$ cat config.mk
export PLATFORM = sky130hd
export DESIGN_NAME = xcvr_refclk_init_seq
export DESIGN_NICKNAME = d
export VERILOG_FILES = /design/src/rtl/xcvr_init_pkg.sv /design/src/rtl/xcvr_sync2.sv /design/src/rtl/xcvr_refclk_init_seq.sv
export SDC_FILE = /design/constraint.sdc
export NUM_CORES = 1
export LEC_CHECK = 0
export CAP_MARGIN = 25
export CORE_MARGIN = 2
export CORE_UTILIZATION = 40
export DETAILED_ROUTE_END_ITERATION = 8
export PLACE_DENSITY_LB_ADDON = 0.2
export RECOVER_POWER = 50
export REMOVE_ABC_BUFFERS = 1
export SETUP_SLACK_MARGIN = 0.05
export SYNTH_ARGS = -nofsm -noshare
export SYNTH_HDL_FRONTEND = slang
export SYNTH_HIERARCHICAL = 1
export SYNTH_SLANG_ARGS = --single-unit
$ cat constraint.sdc
create_clock -name CLK -period 2.1 [get_ports CLK]
set_input_delay 0.63 -clock CLK [delete_from_list [all_inputs] [get_ports CLK]]
set_output_delay 0.63 -clock CLK [all_outputs]
set_load 0.005 [all_outputs]
$ cat src/rtl/xcvr_init_pkg.sv
// Shared definitions for the transceiver reference-clock bring-up sequencer:
// state encoding, default cycle counts and the retry counter width.
package xcvr_init_pkg;

  typedef enum logic [2:0] {
    ST_IDLE      = 3'd0,
    ST_STARTUP   = 3'd1,
    ST_PLL_RST   = 3'd2,
    ST_WAIT_LOCK = 3'd3,
    ST_STABLE    = 3'd4,
    ST_RUN       = 3'd5,
    ST_FAIL      = 3'd6
  } state_t;

  localparam int unsigned DEF_STARTUP_CYCLES = 1024;
  localparam int unsigned DEF_PLL_RST_CYCLES = 16;
  localparam int unsigned DEF_LOCK_TIMEOUT   = 65535;
  localparam int unsigned DEF_LOCK_STABLE    = 256;
  localparam int unsigned DEF_MAX_RETRIES    = 3;
  localparam int unsigned DEF_CNT_W          = 16;

  localparam int unsigned RETRY_W = 2;

endpackage

$ cat src/rtl/xcvr_sync2.sv
// Two-flop synchroniser for a single asynchronous level.
// Ports:
//   i_clk - destination clock
//   i_rst - asynchronous active-high reset, clears both flops
//   i_d   - asynchronous input
//   o_q   - i_d delayed by two i_clk cycles
module xcvr_sync2 (
  input  logic i_clk,
  input  logic i_rst,
  input  logic i_d,
  output logic o_q
);

  logic r_meta;
  logic r_sync;

  always_ff @(posedge i_clk or posedge i_rst) begin
    if (i_rst) begin
      r_meta <= 1'b0;
      r_sync <= 1'b0;
    end else begin
      r_meta <= i_d;
      r_sync <= r_meta;
    end
  end

  assign o_q = r_sync;

endmodule

$ cat src/rtl/xcvr_refclk_init_seq.sv
// Transceiver bring-up sequencer running on REF_CLK. Waits for the reference
// clock to settle, pulses the TX PLL reset, waits for lock (with timeout and
// bounded retries), requires a stable lock window, then releases the lane.
// Lock loss while running restarts the PLL reset sequence.
// Ports:
//   CLK         - REF_CLK, sole clock
//   RESET       - asynchronous active-high reset
//   START       - level enable; low forces IDLE
//   PLL_LOCK    - asynchronous TX PLL lock
//   PLL_RESETN  - active-low TX PLL reset
//   LANE_RESETN - active-low lane PCS/PMA reset
//   INIT_DONE   - lane released and lock held
//   INIT_FAIL   - retries exhausted
//   STATE       - current state encoding (debug)
//   RETRY_CNT   - timeouts since the last successful lock
module xcvr_refclk_init_seq
  import xcvr_init_pkg::*;
#(
  parameter int unsigned STARTUP_CYCLES = DEF_STARTUP_CYCLES,
  parameter int unsigned PLL_RST_CYCLES = DEF_PLL_RST_CYCLES,
  parameter int unsigned LOCK_TIMEOUT   = DEF_LOCK_TIMEOUT,
  parameter int unsigned LOCK_STABLE    = DEF_LOCK_STABLE,
  parameter int unsigned MAX_RETRIES    = DEF_MAX_RETRIES,
  parameter int unsigned CNT_W          = DEF_CNT_W
) (
  input  logic               CLK,
  input  logic               RESET,
  input  logic               START,
  input  logic               PLL_LOCK,
  output logic               PLL_RESETN,
  output logic               LANE_RESETN,
  output logic               INIT_DONE,
  output logic               INIT_FAIL,
  output logic [2:0]         STATE,
  output logic [RETRY_W-1:0] RETRY_CNT
);

  localparam logic [CNT_W-1:0]   STARTUP_LAST = CNT_W'(STARTUP_CYCLES - 1);
  localparam logic [CNT_W-1:0]   PLL_RST_LAST = CNT_W'(PLL_RST_CYCLES - 1);
  localparam logic [CNT_W-1:0]   TIMEOUT_LAST = CNT_W'(LOCK_TIMEOUT - 1);
  localparam logic [CNT_W-1:0]   STABLE_LAST  = CNT_W'(LOCK_STABLE - 1);
  localparam logic [RETRY_W-1:0] RETRY_LAST   = RETRY_W'(MAX_RETRIES - 1);

  state_t             r_state;
  logic [CNT_W-1:0]   r_cnt;
  logic [RETRY_W-1:0] r_retry;
  logic               r_pll_resetn;
  logic               r_lane_en;
  logic               r_fail;

  state_t             w_next;
  logic [RETRY_W-1:0] w_retry_next;
  logic               w_lock_s;

  xcvr_sync2 u_lock_sync (
    .i_clk (CLK),
    .i_rst (RESET),
    .i_d   (PLL_LOCK),
    .o_q   (w_lock_s)
  );

  always_comb begin
    w_next       = r_state;
    w_retry_next = r_retry;
    case (r_state)
      ST_IDLE: begin
        w_retry_next = '0;
        if (START) w_next = ST_STARTUP;
      end
      ST_STARTUP: begin
        if (r_cnt == STARTUP_LAST) w_next = ST_PLL_RST;
      end
      ST_PLL_RST: begin
        if (r_cnt == PLL_RST_LAST) w_next = ST_WAIT_LOCK;
      end
      ST_WAIT_LOCK: begin
        // Lock is checked first so a lock arriving on the timeout cycle wins.
        if (w_lock_s) begin
          w_next = ST_STABLE;
        end else if (r_cnt == TIMEOUT_LAST) begin
          if (r_retry == RETRY_LAST) begin
            w_next = ST_FAIL;
          end else begin
            w_retry_next = r_retry + 1'b1;
            w_next       = ST_PLL_RST;
          end
        end
      end
      ST_STABLE: begin
        if (!w_lock_s) begin
          w_next = ST_WAIT_LOCK;
        end else if (r_cnt == STABLE_LAST) begin
          w_next       = ST_RUN;
          w_retry_next = '0;
        end
      end
      ST_RUN: begin
        if (!w_lock_s) w_next = ST_PLL_RST;
      end
      ST_FAIL: begin
        w_next = ST_FAIL;
      end
      default: begin
        w_next = ST_IDLE;
      end
    endcase

    if (!START) begin
      w_next       = ST_IDLE;
      w_retry_next = '0;
    end
  end

  // Outputs are decoded from the next state so they are registered yet
  // change in the same cycle as STATE.
  always_ff @(posedge CLK or posedge RESET) begin
    if (RESET) begin
      r_state      <= ST_IDLE;
      r_cnt        <= '0;
      r_retry      <= '0;
      r_pll_resetn <= 1'b0;
      r_lane_en    <= 1'b0;
      r_fail       <= 1'b0;
    end else begin
      r_state      <= w_next;
      r_retry      <= w_retry_next;
      r_cnt        <= (w_next != r_state) ? '0 : r_cnt + 1'b1;
      r_pll_resetn <= (w_next inside {ST_WAIT_LOCK, ST_STABLE, ST_RUN});
      r_lane_en    <= (w_next == ST_RUN);
      r_fail       <= (w_next == ST_FAIL);
    end
  end

  assign STATE       = r_state;
  assign RETRY_CNT   = r_retry;
  assign PLL_RESETN  = r_pll_resetn;
  assign LANE_RESETN = r_lane_en;
  assign INIT_DONE   = r_lane_en;
  assign INIT_FAIL   = r_fail;

endmodule

### Word-level counts from Yosys, hierarchy flattened

Cells that the tools add are included.

* register bits: 26
* latch bits: 0
* bits in writable memories: 0
* ROM bits: 0
* input bits: 4
* output and inout bits: 9
* logic and storage cells: 53
* memories kept: 0

* add/subtract/negate cells: 2
* multipliers: 0
* divide/modulo/power cells: 0
* magnitude comparators: 0
* eq/ne operators: 22
* shift-type cells: 0
* muxes and demuxes: 18
* bitwise operators: 0
* reduce and logical (&&, ||, !) cells: 3

Operators by type and width (count)
* $mux 3: 9
* $pmux 3 s7: 1
* $eq 3x3->1 const B: 6
* $add 16x1->16 const B: 1
* $eq 16x10->1 const B: 1
* $eq 16x16->1 const B: 1
* $eq 16x4->1 const B: 1
* $eq 16x8->1 const B: 1
* $mux 16: 1
* $mux 2: 6
* $ne 3x3->1 const B: 4
* $eq 3x2->1 const B: 3
* $pmux 2 s3: 1
* $reduce_and 6->1: 1
* $ne 4x1->1 const B: 1
* $eq 3x1->1 const B: 1
* $logic_not 3->1: 1
* $ne 3x2->1 const B: 1
* $ne 3x3->1: 1
* $reduce_bool 3->1: 1
* $add 2x1->2 const B: 1
* $eq 2x2->1 const B: 1

### Logic depth before layout (Yosys ltp)

Gate-level depths: netlist (run 1).

* depth after elaboration: 8
* depth in mapped cells: 9
* mapped depth without buffers: 8

### Hierarchy

Netlist (run 1), hierarchy kept.

Modules (own cells, without submodules)
* xcvr_refclk_init_seq: times used 1, cells each 162, area each 1462.7 µm², seq. area each 600.6 µm²
* xcvr_sync2: times used 1, cells each 3, area each 53.8 µm², seq. area each 50.0 µm²

### Worst setup path after synthesis (run 1)

OpenSTA, ideal clock, no wires.

* path type: register to register
* from: register r_cnt[0]
* to: register r_pll_resetn (netlist: PLL_RESETN)
* setup time: 0.122 ns
* arrival: 2.020 ns
* data required time: 1.978 ns
* slack: -0.042 ns
* stages on the path, launching flop included: 9
* path buffers: 1
* period minus slack after synthesis: 2.142 ns
* cells stage by stage: dfrtp_1 -> ha_1 -> nand3_2 -> or3_1 -> buf_6 -> o21ai_2 -> nand3_2 -> or3_4 -> a32o_1

* cells in the longest elaborated chain, start to end: 7
* elaborated cells between the ends (all ways): 16
* classes of those cells: 7 x eq/ne; 8 x mux; 1 x reduce/logical

Ends and longest elaborated chain
* start: declaration: RTL line xcvr_refclk_init_seq.sv:45 `logic [CNT_W-1:0] r_cnt;`
* start signal: assignment: RTL line xcvr_refclk_init_seq.sv:127 `r_cnt <= (w_next != r_state) ? '0 : r_cnt + 1'b1;`
* $eq 16x8->1 or $eq 16x16->1 (tied branches): RTL line xcvr_refclk_init_seq.sv:92, xcvr_refclk_init_seq.sv:80
* $mux 3 (on tied branches): RTL line xcvr_refclk_init_seq.sv:92, xcvr_refclk_init_seq.sv:80
* $mux 3 (on tied branches): RTL line xcvr_refclk_init_seq.sv:90, xcvr_refclk_init_seq.sv:78
* $pmux 3 s7 *: RTL line xcvr_refclk_init_seq.sv:65 `case (r_state)`
* $mux 3 *: RTL line xcvr_refclk_init_seq.sv:108 `if (!START) begin`
* $eq 3x2->1 or $eq 3x3->1 (tied branches): RTL line xcvr_refclk_init_seq.sv:128 `r_pll_resetn <= (w_next inside {ST_WAIT_LOCK, ST_STABLE, ST_RUN});`
* $reduce_bool 3->1 *: RTL line xcvr_refclk_init_seq.sv:128
* end signal: assignment: RTL line xcvr_refclk_init_seq.sv:128
* end: declaration: RTL line xcvr_refclk_init_seq.sv:47 `logic r_pll_resetn;`

Every way passes the cells marked *; elsewhere a longest branch is shown, timed or not.
A chain may end at the register's enable or synchronous reset.

### Worst setup path after layout (run 1)

* from: register r_cnt[1]
* to: register r_pll_resetn (netlist: PLL_RESETN)

Same word-level chain as after synthesis.

==> results.md, run 1 <==
* Final Max Slew Viols at 0
* # rows at 22
* H-tree lvl count at 1
* Initial core utilization at a little over 40%
* Remaining Overflow, GRT at 0
* Comb pwr share at 16.3%
* Top delay family on crit path: simple AND/OR/NAND/NOR gates
* Die height at around 66 um
* Longest Clk Path Bufs at 2
* Die Wd at between 60 and 70 um
* Core area at about 3700 um2
* Fmax at roughly 0.5 GHz
* Worst Path Buf+Inv at 0
* IO Port Bufs at 12
* CP max stage cell: dfrtp_1
* Antenna-violating nets left at 0
* WL/cell at roughly 13 um
* Nets@finish at 210
* Distinct cells, synth at 42
* Crit share post-route at a little over nine tenths
* Synth Cell Area at ~1500 um2
* Setup CP Type: reg2reg
* Fin. Hold Viols at 0
* Vias at 1333
* Unrepaired setup endpoints after global routing: true
* Placement Setup Slack at -0.167 ns
* Top Ports at 13
* CTS Buf Count at 3
* Worst path required time at roughly 2.3 ns
* Clock net sink count at 26
* CTS tree: yes
* Post-DP HPWL at 2420 um
* Skew-Pair Late Insertion Delay at about 0.27 ns
* Crit-path max FO at 4
* Flop pwr share at roughly 47%
* DRC Markers at 0
* Total track usage at around 18%
* Crit path DAT at approximately 2.2 ns
* Tmin final at about 2 ns
* Critical Path Source Type: flop
* Worst clock skew at between 0.007 and 0.008 ns
* Hold Slack at ~0.37 ns
* Max-slew headroom at about 60%
* Hold Path Class: reg2reg
* Post-synth top flop: dfrtp_1
* Clock power share at a little over a third
* Diodes inserted at 0
* Grt peak-use layer: met2
* Met1 Usage GRT at approximately 22%
* CP Cell Sequence: ha_2 -> nand3_2 -> or3_4 -> o21ai_2 -> nand3_2 -> or3_4 -> a32o_1
* Die footprint at between 4000 and 5000 um2
* Psw at 0.000265 W
* Ys async rst share at between 90% and 100%
* Hold path cells at 0
* Setup_tns at 0 ns
* Int Power at around 0.00087 W
* CP Depth at 7
* Vias in the first global route at ~1400
* Routed vias/inst at between 5 and 6
* Initial antenna violation count at 0
* GR Layer Usage met3 at 3.25%
* Setup WS post-layout at slightly above 0.1 ns
* PD cells at approximately 540 nW/um2
* Total Routed Length at ~3400 um
* Pleak at slightly above 0.9 nW
* Layout cells sized above 1 at 32.7%
* Yosys Warn Count at 6
* R2R depth at 7
* Largest net degree at the start of global routing at 25
* Crit. End Element: flop
* Met2 Use GR at a little under a third
* Clock transition at path regs at about 0.090 ns
* Layout area overhead at 37.3%
* Peak supply drop at around 340 uV
* Hold Buf Count CTS at 0
* First-iteration detailed-routing DRC count at between 100 and 150
* Outcome: complete, no violations
* Sw Share at roughly a quarter
* Final GP Congestion at just over 0.8
* Global-route wire length before repair at ~6000 um
* Final setup viols at 0
* Average size of a mapped cell at 9.19 um2
* Cells after Synth at roughly 170
* Drt first pass iters at 4
* Slowest stage delay, CP at 0.41 ns
* Post-synthesis sequential area ratio at 42.9%
* Worst-margin pin slew at roughly 0.6 ns
* Post-synth EDFFs at 0
* Flops & latches, synth at 26
* Root Driver: clkbuf_8
* Max-cap viol count at 0
synthesized netlist by cell type, types with 3 or more instances:
| library cell | n | share of area (%) |
|---|---|---|
| a21oi_1 | 6 | 2.0 |
| clkbuf_1 | 4 | 0.99 |
| dfrtp_1 | 26 | 43 |
| ha_1 | 3 | 2.5 |
| inv_1 | 5 | 1.2 |
| nand2_1 | 14 | 3.5 |
| nand2b_1 | 4 | 1.6 |
| nand3_1 | 10 | 3.3 |
| nand4_1 | 4 | 1.6 |
| nor2_1 | 11 | 2.7 |
| nor2b_1 | 3 | 1.2 |
| nor3_1 | 19 | 6.3 |
| nor4_1 | 3 | 1.2 |
| o21ai_0 | 3 | 0.99 |
| or3_1 | 5 | 2.1 |
| xnor2_1 | 5 | 2.9 |
| xor2_1 | 9 | 5.2 |
cells in the final DEF (no fill, tap or decap), types with 6 or more instances in the layout:
master,synthesis,layout
nand2_1,14,14
nand3_1,10,10
clkdlybuf4s50_1,0,10
xor2_1,9,9
nor2_1,11,11
nor3_2,0,14
dfrtp_1,26,26
a21oi_1,6,6
buf_4,1,26
per-layer routing:
metal | vias to the layer above | part of all wire, %
met2 | 25 | 51
met4 | 0 | 1.3
met5 | - | 0
met1 | 648 | 45
met3 | 4 | 2.6
li1 | 656 | -
worst register-to-register path, cell delays in order, from the launching register on:
cell     delay (ns)
dfrtp_1        0.41
ha_2           0.21
nand3_2        0.08
or3_4          0.38
o21ai_2        0.14
nand3_2        0.08
or3_4          0.38
a32o_1         0.22
path summary, 6_finish.rpt:
path	endpoint	slack [ns]	from
setup / recovery	PLL_RESETN$_DFF_PP0_	0.10	r_cnt[1]$_DFF_PP0_
hold / removal	u_lock_sync/o_q$_DFF_PP0_	0.37	u_lock_sync/r_meta$_DFF_PP0_
setup reg to reg	PLL_RESETN$_DFF_PP0_	0.10	r_cnt[1]$_DFF_PP0_
hold reg to reg	u_lock_sync/o_q$_DFF_PP0_	0.37	u_lock_sync/r_meta$_DFF_PP0_
max in group asynchronous	r_cnt[4]$_DFF_PP0_	0.72	RESET
min in group asynchronous	u_lock_sync/r_meta$_DFF_PP0_	0.67	RESET
registers in the layout (all words and copies together) (netlist names):
signal,count
RETRY_CNT,2
u_lock_sync/r_meta,1
u_lock_sync/o_q,1
INIT_DONE,1
PLL_RESETN,1
r_cnt,16
INIT_FAIL,1
STATE,3
metrics by stage:
step | area [um2] | power [W] | util (%) | cells
6_report | 2080 | 0.00113 | 56.9 | 250
3_5_place_dp | 1840 | 0.000682 | 50.2 | 241
4_1_cts | 1940 | 0.00111 | 53.0 | 247
5_1_grt | 2080 | 0.00118 | 56.9 | 250
2_1_floorplan | 1470 | 0.000608 | - | 157
3_3_place_gp | 1840 | 0.000679 | 50.2 | 241
cell families (layout without fill, tap and decap cells):
kind of cell / count (synthesis) / in the layout / synth area share (%)
buf+inv: 13 / 50 / 4.54
compound gates: 18 / 18 / 8.33
simple gates: 91 / 91 / 33.7
flops: 26 / 26 / 42.9
fa+ha+maj: 3 / 3 / 2.48
xor+xnor: 14 / 14 / 8.09
what timing repair did:
item                                    CTS  global route
pin swaps                                 1             8
buffers inserted                          2             3
resized for setup                         4            23
endpoints found under the setup margin   19            21
power by group through the flow:
stage	logic, W	clock network [W]	registers (W)
finish	0.000184	0.000413	0.000533
floorplan	0.0000647	0	0.000544
global placement	0.000137	0	0.000542
CTS	0.000153	0.000427	0.000533
global route	0.000202	0.000443	0.000536
detailed placement	0.000139	0	0.000543
cell type report:
| type | instances | area (um2) |
|---|---|---|
| Fill cell | 310 | 1580 |
| Timing Repair Buffer | 41 | 360 |
| Clock inverter | 1 | 30.0 |
| Sequential cell | 26 | 651 |
| Clock buffer | 3 | 41.3 |
| Multi-Input combinational cell | 126 | 921 |
| Tap cell | 48 | 60.1 |
| Inverter | 5 | 18.8 |
No activity file was read; power rests on OpenSTA's default activity.
==> inputs of run 2 (changes only) <==
--- a/config.mk
+++ b/config.mk
@@ -9,7 +9,7 @@
 export CORE_MARGIN = 2
 export CORE_UTILIZATION = 40
 export DETAILED_ROUTE_END_ITERATION = 8
-export PLACE_DENSITY_LB_ADDON = 0.2
+export PLACE_DENSITY = 0.67
 export RECOVER_POWER = 50
 export REMOVE_ABC_BUFFERS = 1
 export SETUP_SLACK_MARGIN = 0.05
==> results.md, run 2 (synthesis results as in run 1) <==
* Layout area overhead at 44.1%
* Crit path DAT at 2.22 ns (+0.05 ns)
* Critical Path Source Type: flop
* Total Routed Length at 3790 um (+13%)
* Skew-Pair Late Insertion Delay at 0.28 ns (about the same)
* Crit share post-route at 97.5% (+2.4 points)
* Final GP Congestion at 0.899 (+9.6%)
* Final instance area at 2180 um2 (+4.9%)
* Die Wd at 65.6 um (unchanged)
* Worst-margin pin slew at 0.553 ns (-0.0640 ns)
* Core area at 3660 um2 (unchanged)
* # rows at 22 (unchanged)
* Setup CP Type: reg2reg
* Clock net sink count at 26 (unchanged)
* Top Ports at 13 (unchanged)
* Diodes inserted at 0 (unchanged)
* Outcome: complete, no violations
* Placed cell area at 1840 um2 (+0.14%)
* Initial core utilization at 41.4% (unchanged)
* Final Max Slew Viols at 0 (unchanged)
* Remaining Overflow, GRT at 0 (unchanged)
* Commonest non-fill, non-tap cell in the layout: dfrtp_1
* Longest Clk Path Bufs at 2 (unchanged)
* WL/cell at 15.0 um (+12%)
* Crit. End Element: flop
* Die height at 65.6 um (unchanged)
* Fin. Hold Viols at 0 (unchanged)
* Antenna-violating nets left at 0 (unchanged)
* Initial antenna violation count at 0 (unchanged)
* Peak supply drop at 412 uV (+20%)
* IO Port Bufs at 12 (unchanged)
* Global-route wire length before repair at 6170 um (+2.6%)
* Total power at 0.00116 W (+2.8%)
* CTS Buf Count at 3 (unchanged)
* Reg2Reg Setup Slack at 0.05 ns (-0.05 ns)
* Layout cells sized above 1 at 35.3% (+2.6 points)
* Root Driver: clkbuf_8
* Clock transition at path regs at 0.09 ns (about the same)
* FILL cells at 304 (-1.9%)
* Routed vias/inst at 5.47 (+2.6%)
* Fmax at 0.488 GHz (-2.5%)
* Placement Setup Slack at -0.243 ns (-0.0765 ns)
* Most frequent cells in the layout: 26 x dfrtp_1, 24 x buf_4, 14 x nand2_1, 11 x nor2_1, 10 x nand3_1
* Nets@finish at 212 (+0.95%)
* Tmin final at 2.05 ns (+0.0504 ns)
* Die footprint at 4300 um2 (unchanged)
* Post-DP HPWL at 2540 um (+5.2%)
* Setup WS post-layout at 0.0520 ns (-0.0504 ns)
* Final setup viols at 0 (unchanged)
* Hold Buf Count CTS at 0 (unchanged)
* First-iteration detailed-routing DRC count at 117 (-7.1%)
* Max reg flops at 16 (unchanged)
* CTS tree: yes
* Total track usage at 18.8% (+0.95 points)
* Drt first pass iters at 4 (unchanged)
* Pleak at 0.916 nW (+0.93%)
* Max-cap viol count at 0 (unchanged)
* Vias at 1378 (+3.4%)
* Max-slew headroom at 63.1% (+4.3 points)
* Final core occ at 59.7% (+2.8 points)
* Vias in the first global route at 1350 (-0.74%)
* Unrepaired setup endpoints after global routing: true
* H-tree lvl count at 1 (unchanged)
* Hold Path Class: reg2reg
* DRC Markers at 0 (unchanged)
* Worst clock skew at 0.00205 ns (-0.00531 ns)
* PD cells at 532 nW/um2 (-2.0%)
* Worst path required time at 2.28 ns (about the same)
* Largest net degree at the start of global routing at 23 (-8.0%)
* Crit-path max FO at 3 (-1)
* Largest Register: r_cnt
run 2: cell count changes in the layout (fill, tap and decap cells not counted), sizes merged:
cell	previous run	this run
buf	28	30
clkdlybuf4s50	10	9
dlygate4sd3	2	3
run 2: area by class of cell:
cell class              count  area (um2)  area share, %
flip-flops and latches     26         651           29.8
well taps                  48        60.1           2.75
multi-input cells         126         993           45.5
inverters                   5        18.8          0.859
repair buffers             43         390           17.9
clock buffers               3        41.3           1.89
clock inverters             1        30.0           1.37
run 2: routing by layer:
layer	vias up	global-route usage, %	routed length (um)
met1	675	23.0	1650
met4	0	8.59	70
met2	33	32.7	1940
li1	663	-	-
met5	-	0	0
met3	7	2.74	128
run 2: per-stage QoR:
| stage | TNS (ns) | hold WS, ns | cells |
|---|---|---|---|
| 2_1_floorplan | -1.48 | 0.331 | 157 |
| 3_3_place_gp | -1.88 | 0.338 | 243 |
| 3_5_place_dp | -3.28 | 0.337 | 243 |
| 4_1_cts | 0 | 0.359 | 250 |
| 5_1_grt | -0.109 | 0.377 | 252 |
| 6_report | 0 | 0.355 | 252 |
run 2: worst paths after layout:
kind	to	startpoint	cells after the start
max in group asynchronous	r_cnt[9]$_DFF_PP0_	RESET	3
hold reg to reg	u_lock_sync/o_q$_DFF_PP0_	u_lock_sync/r_meta$_DFF_PP0_	0
setup / recovery	PLL_RESETN$_DFF_PP0_	r_cnt[0]$_DFF_PP0_	7
hold / removal	u_lock_sync/o_q$_DFF_PP0_	u_lock_sync/r_meta$_DFF_PP0_	0
min in group asynchronous	u_lock_sync/r_meta$_DFF_PP0_	RESET	2
setup reg to reg	PLL_RESETN$_DFF_PP0_	r_cnt[0]$_DFF_PP0_	7
run 2: critical path, stage by stage (launching register included):
cell and delay, ns:
dfrtp_1 0.43, ha_4 0.16, nand3_2 0.08, or3_4 0.41
o21ai_2 0.15, nand3_2 0.11, or3_4 0.35, a32o_1 0.25
run 2: repair_timing:
action	4_1_cts	5_1_grt
resized for setup	9	36
pin swaps	3	12
buffers inserted	3	2
endpoints found under the setup margin	19	21
run 2: power by group:
part | total [W] | switching (W) | internal, W
Combinational | 0.000206 | 0.000105 | 0.000100
Sequential | 0.000532 | 0.0000176 | 0.000515
Clock | 0.000424 | 0.000168 | 0.000256
